$ cat config.mk
export PLATFORM = sky130hd
export DESIGN_NAME = fir_out_fifo
export DESIGN_NICKNAME = d
export VERILOG_FILES = /design/src/rtl/fir_pkg.sv /design/src/rtl/fir_fifo_mem.sv /design/src/rtl/fir_out_fifo.sv
export SDC_FILE = /design/constraint.sdc
export NUM_CORES = 1
export LEC_CHECK = 0
export CAP_MARGIN = 20
export CORE_MARGIN = 1
export CORE_UTILIZATION = 47
export CTS_CLUSTER_SIZE = 16
export DETAILED_ROUTE_END_ITERATION = 12
export PLACE_DENSITY = 0.7
export SLEW_MARGIN = 20
export SYNTH_ARGS = -nofsm -noshare
export SYNTH_HDL_FRONTEND = slang
export SYNTH_SLANG_ARGS = --single-unit
$ cat constraint.sdc
create_clock -name axis_clk -period 5.6 [get_ports axis_clk]
set_input_delay 0.84 -clock axis_clk [delete_from_list [all_inputs] [get_ports axis_clk]]
set_output_delay 0.84 -clock axis_clk [all_outputs]
set_load 0.02 [all_outputs]
$ cat src/rtl/fir_pkg.sv
// Shared FIR constants: stream width, AXI-Lite register map, ap_ctrl bits.
// Also holds the frame-length compare used by the output buffer.
package fir_pkg;

    localparam int DATA_WIDTH = 32;

    localparam logic [7:0] ADDR_CTRL     = 8'h00;
    localparam logic [7:0] ADDR_DATA_LEN = 8'h10;
    localparam logic [7:0] ADDR_TAP_LEN  = 8'h14;

    localparam int AP_START_BIT = 0;
    localparam int AP_DONE_BIT  = 1;
    localparam int AP_IDLE_BIT  = 2;

    // True when a frame closed by the word now arriving (cnt words seen
    // before it) does not have the configured length.
    function automatic logic len_mismatch(
        input logic [31:0] cnt,
        input logic [31:0] exp_len
    );
        return (cnt + 32'd1) != exp_len;
    endfunction

endpackage

$ cat src/rtl/fir_fifo_mem.sv
// Register-array FIFO storage: synchronous write, combinational read.
// Ports: i_clk, i_we/i_waddr/i_wdata write side, i_raddr/o_rdata read side.
module fir_fifo_mem #(
    parameter int pWIDTH = 33,
    parameter int pAW    = 4
) (
    input  logic              i_clk,
    input  logic              i_we,
    input  logic [pAW-1:0]    i_waddr,
    input  logic [pWIDTH-1:0] i_wdata,
    input  logic [pAW-1:0]    i_raddr,
    output logic [pWIDTH-1:0] o_rdata
);

    logic [pWIDTH-1:0] r_mem [2**pAW];

    always_ff @(posedge i_clk) begin
        if (i_we) begin
            r_mem[i_waddr] <= i_wdata;
        end
    end

    assign o_rdata = r_mem[i_raddr];

endmodule

$ cat src/rtl/fir_out_fifo.sv
// AXI-Stream output buffer behind the FIR: FWFT registered output, frame
// counting on output tlast, and length check of each input frame.
// Ports: axis_clk/axis_rst_n; s_* input stream; m_* output stream;
// exp_len expected frame length; clr clears frame_cnt/len_err;
// level occupancy; frame_cnt frames emitted; len_err sticky; frame_done pulse.
module fir_out_fifo
    import fir_pkg::*;
#(
    parameter int pDATA_WIDTH = DATA_WIDTH,
    parameter int pDEPTH_LOG2 = 4,
    parameter int pCNT_WIDTH  = 16
) (
    input  logic                   axis_clk,
    input  logic                   axis_rst_n,
    input  logic                   s_tvalid,
    input  logic [pDATA_WIDTH-1:0] s_tdata,
    input  logic                   s_tlast,
    output logic                   s_tready,
    output logic                   m_tvalid,
    output logic [pDATA_WIDTH-1:0] m_tdata,
    output logic                   m_tlast,
    input  logic                   m_tready,
    input  logic [31:0]            exp_len,
    input  logic                   clr,
    output logic [pDEPTH_LOG2:0]   level,
    output logic [pCNT_WIDTH-1:0]  frame_cnt,
    output logic                   len_err,
    output logic                   frame_done
);

    localparam int AW1   = pDEPTH_LOG2 + 1;
    localparam int DEPTH = 2**pDEPTH_LOG2;

    logic [AW1-1:0]          r_wr_ptr;
    logic [AW1-1:0]          r_rd_ptr;
    logic                    r_s_tready;
    logic                    r_m_tvalid;
    logic [pDATA_WIDTH-1:0]  r_m_tdata;
    logic                    r_m_tlast;
    logic [31:0]             r_rx_cnt;
    logic [pCNT_WIDTH-1:0]   r_frame_cnt;
    logic                    r_len_err;

    logic                    w_push;
    logic                    w_pop;
    logic                    w_fdone;
    logic [AW1-1:0]          w_level;
    logic [AW1-1:0]          w_level_pop;
    logic [AW1-1:0]          w_level_nxt;
    logic [AW1-1:0]          w_rd_nxt;
    logic [pDATA_WIDTH:0]    w_rdata;

    assign w_push      = s_tvalid && r_s_tready;
    assign w_pop       = r_m_tvalid && m_tready;
    assign w_fdone     = w_pop && r_m_tlast;
    assign w_level     = r_wr_ptr - r_rd_ptr;
    assign w_level_pop = w_level - AW1'(w_pop);
    assign w_level_nxt = w_level_pop + AW1'(w_push);
    assign w_rd_nxt    = r_rd_ptr + AW1'(w_pop);

    // The head entry stays in memory; the output register mirrors the
    // entry at the post-pop read pointer, so the read address looks ahead.
    fir_fifo_mem #(
        .pWIDTH (pDATA_WIDTH + 1),
        .pAW    (pDEPTH_LOG2)
    ) u_mem (
        .i_clk   (axis_clk),
        .i_we    (w_push),
        .i_waddr (r_wr_ptr[pDEPTH_LOG2-1:0]),
        .i_wdata ({s_tlast, s_tdata}),
        .i_raddr (w_rd_nxt[pDEPTH_LOG2-1:0]),
        .o_rdata (w_rdata)
    );

    always_ff @(posedge axis_clk) begin
        if (!axis_rst_n) begin
            r_wr_ptr   <= '0;
            r_rd_ptr   <= '0;
            r_s_tready <= 1'b0;
            r_m_tvalid <= 1'b0;
            r_m_tdata  <= '0;
            r_m_tlast  <= 1'b0;
        end else begin
            r_wr_ptr   <= r_wr_ptr + AW1'(w_push);
            r_rd_ptr   <= w_rd_nxt;
            // Registered from next occupancy: a pop while full only
            // reopens the input one cycle later.
            r_s_tready <= (w_level_nxt != AW1'(DEPTH));
            r_m_tvalid <= (w_level_nxt != '0);
            if (w_level_pop == '0) begin
                // Memory is empty after the pop: a word arriving now
                // bypasses straight into the output register.
                if (w_push) begin
                    r_m_tdata <= s_tdata;
                    r_m_tlast <= s_tlast;
                end
            end else begin
                r_m_tdata <= w_rdata[pDATA_WIDTH-1:0];
                r_m_tlast <= w_rdata[pDATA_WIDTH];
            end
        end
    end

    always_ff @(posedge axis_clk) begin
        if (!axis_rst_n) begin
            r_rx_cnt    <= '0;
            r_frame_cnt <= '0;
            r_len_err   <= 1'b0;
        end else begin
            if (w_push) begin
                if (s_tlast) begin
                    r_rx_cnt <= '0;
                end else begin
                    r_rx_cnt <= r_rx_cnt + 32'd1;
                end
            end
            // Events take priority over a coincident clear.
            if (w_push && s_tlast && len_mismatch(r_rx_cnt, exp_len)) begin
                r_len_err <= 1'b1;
            end else if (clr) begin
                r_len_err <= 1'b0;
            end
            if (w_fdone) begin
                r_frame_cnt <= clr ? pCNT_WIDTH'(1)
                                   : r_frame_cnt + pCNT_WIDTH'(1);
            end else if (clr) begin
                r_frame_cnt <= '0;
            end
        end
    end

    assign s_tready   = r_s_tready;
    assign m_tvalid   = r_m_tvalid;
    assign m_tdata    = r_m_tdata;
    assign m_tlast    = r_m_tlast;
    assign level      = w_level;
    assign frame_cnt  = r_frame_cnt;
    assign len_err    = r_len_err;
    assign frame_done = w_fdone;

endmodule

==> flow_metrics.tcl <==
set metrics [dict create \
    async_flop_share 0 \
    area_growth_pct 17.35 \
    internal-power_mw 9.503 \
    grt_max_degree 79 \
    slew_headroom 0.2995 \
    synth_edf_count 528 \
    regToRegSetupSlack_ns 2.08 \
    synth_nets 1704 \
    die_width_um 236.9 \
    yosys_warnings 0 \
    p_clk_frac 0.332 \
    htreeDepth 3 \
    start_kind "flip-flop" \
    rsz0062_at_grt "false" \
    maxCapViolations 0 \
    syn_avg_cell_area_um2 16.01 \
    worst_ep_required_time_ns 4.76 \
    p_switching_mw 3.965 \
    tns_ns 0 \
    r2r_cells 11 \
    wl_um 61770 \
    synth_largest_area_cell "edfxtp_1" \
    grt_pass1_wl_um 93990 \
    drt-pass1-iter-count 5 \
    clock.fmax_mhz 256.1 \
    via_count 15117 \
    initial_core_util 0.4789 \
    critPathCaptureType "output pin" \
    drive_gt1_frac 0.1863 \
    clkTransAtPathRegs_ns 0.06 \
    tightest_slew_ns 1.048 \
    p_leak_nw 9.640 \
    die_area_um2 56100 \
    hold_path_class "reg2reg" \
    status "complete, no violations" \
    die-height_um 236.9 \
    grt_overflow 0 \
    holdPathEnd "r_rx_cnt[30]" \
    pwr-share-comb 0.268 \
    power.total_mw 13.47 \
    cts_tree "done" \
    postCtsHoldBufs 0 \
    cts_buffers 68 \
    yosysUniqueCellTypes 67 \
    skew_ns 0.03173 \
    hold_depth 2 \
    clock_latency_ns 0.61 \
    switching_share 0.2944 \
    yosysTopAreaCellShare 0.6116 \
    timing.final.max_slew_violations 0 \
    fill_cells 4125 \
    worst-path-max-fanout 11 \
    drt_drc_violations_left 0 \
    synth-seq-cells 622 \
    synth_area_leaders "edfxtp_1, mux4_2, dfxtp_1" \
    syn_inst 1619 \
    ctsResizeCount 0 \
    cts_root_buf "clkbuf_16" \
    grtUsageTotal 0.2229 \
    min_from "r_rx_cnt[30]" \
    final-hold-violation-count 0 \
    p_per_area_nw_per_um2 442.7 \
    grt_pass1_vias 15388 \
    ir_drop_mv 0.2772 \
    post_cts_buffers 0 \
    io_buffers 127 \
    worst-setup-path-type "reg2out" \
    ctsLongestPathBuffers 3 \
    clock-sinks 622 \
    yosys_most_used_dff "edfxtp_1" \
    synth_area_um2 25920 \
    seq_area_frac_synth 0.6842 \
    pin_count 128 \
    cp_slowest_cell "clkdlybuf4s50_1" \
    rows 85 \
    routabilityCongestion 0.8704 \
    wire_per_inst_um 24.65 \
    reg2reg_from "r_wr_ptr[0]" \
    post-dp-hpwl_um 35170 \
    drtAntennaViolNets 0 \
    arrival_ns 3.06 \
    slowest_delay_ns 0.76 \
    fin_crit_ns 3.905 \
    vias_per_cell 6.032 \
    path_cells "ha_1 -> a21o_1 -> a21oi_1 -> xnor2_1 -> clkdlybuf4s50_1" \
    hold_ws_ns 0.4892 \
    drt_iter0_markers 1614 \
    timing.rr.end "m_tdata[5]" \
    p_seq_frac 0.401 \
    finalSetupViolations 0 \
    final_common_cell "edfxtp_1" \
    core_area_um2 54130 \
    mostFrequentLayoutCells "edfxtp_1, nand2_1, mux4_2" \
    finalNetCount 1838 \
    period_share 0.6973 \
    antenna_found_initial 2 \
]
logic make-up after synthesis:
kind of cell               count (synthesis)  synth area share
xor gates and xnor gates                  79           0.02828
adders and majority gates                 15          0.007529
and+or+nand+nor                          406           0.07853
muxes                                    134            0.1154
AOI/OAI and AO/OA                        240           0.06506
DFF                                      622            0.6842
buffers and inverters                    123           0.02095
layout make-up:
cell class / count / area, um2 / share of cell area
antenna: 1 / 2.502 / 0.00008226
clock buffer: 89 / 1853 / 0.06091
clock inverter: 37 / 415.4 / 0.01365
inverter: 18 / 68.82 / 0.002262
multi-input combinational: 874 / 7830 / 0.2574
sequential: 622 / 17740 / 0.5830
tap: 696 / 870.8 / 0.02863
timing repair buffer: 169 / 1644 / 0.05404
registers in the layout, indices dropped and copies added, names as in the netlist:
signal       flops
r_rx_cnt        32
r_rd_ptr         5
r_wr_ptr         5
m_tlast          1
frame_cnt       16
s_tready         1
m_tvalid         1
u_mem.r_mem    528
len_err          1
m_tdata         32
critical path, delay by kind of cell (launching register included):
kind	cells	cell delay (ns)
adder cells (fa/ha/maj)	1	0.42
buffers and inverters	1	0.76
AO/OA/AOI/OAI	2	0.19
flip-flops	1	0.65
XOR/XNOR	1	0.44
cells in the mapped netlist (13+ instances only):
library cell	number
or3_1	13
nand3_1	27
a211oi_1	33
a21oi_1	73
nand4_1	15
xnor2_1	45
ha_1	14
nand2_1	163
edfxtp_1	528
nor3_1	16
dfxtp_1	94
a311oi_2	20
a311oi_1	13
mux4_2	132
nor2_1	67
and3_1	13
and2_1	41
clkbuf_1	62
inv_1	16
o21ai_0	32
a31oi_1	42
buf_2	26
xor2_1	31
power groups by stage:
stage	logic, mW	registers [mW]	clock network [mW]
detailed placement	3.62	5.49	0
floorplan	2.37	5.55	0
global placement	3.55	5.49	0
finish	3.61	5.40	4.47
global route	3.85	5.41	4.71
CTS	3.64	5.40	4.53
through the flow:
step	setup slack [ns]	utilization	instance area (um2)	instances
floorplan	1.274	-	25920	1619
global placement	1.420	0.5200	28150	2379
detailed placement	1.396	0.5200	28150	2379
CTS	1.668	0.5619	30420	2505
global route	1.550	0.5620	30420	2506
finish	1.695	0.5620	30420	2506
worst max-delay path by stage:
stage	start	end
after floorplan	s_tvalid	u_mem.r_mem[3][0]
after global placement	m_tready	m_tdata[29]
after detailed placement	m_tready	m_tdata[30]
after CTS	r_wr_ptr[2]	level[4]
after global routing	r_wr_ptr[0]	level[4]
final	r_wr_ptr[2]	level[4]
per-layer routing:
metal / GRT usage / wire length (um) / share of wire
met1: 0.3103 / 26240 / 0.42
met2: 0.3557 / 29120 / 0.47
met3: 0.04360 / 4857 / 0.079
met4: 0.06966 / 1541 / 0.025
met5: 0 / 13 / 0.00021
Power figures use the tool's default switching activity.
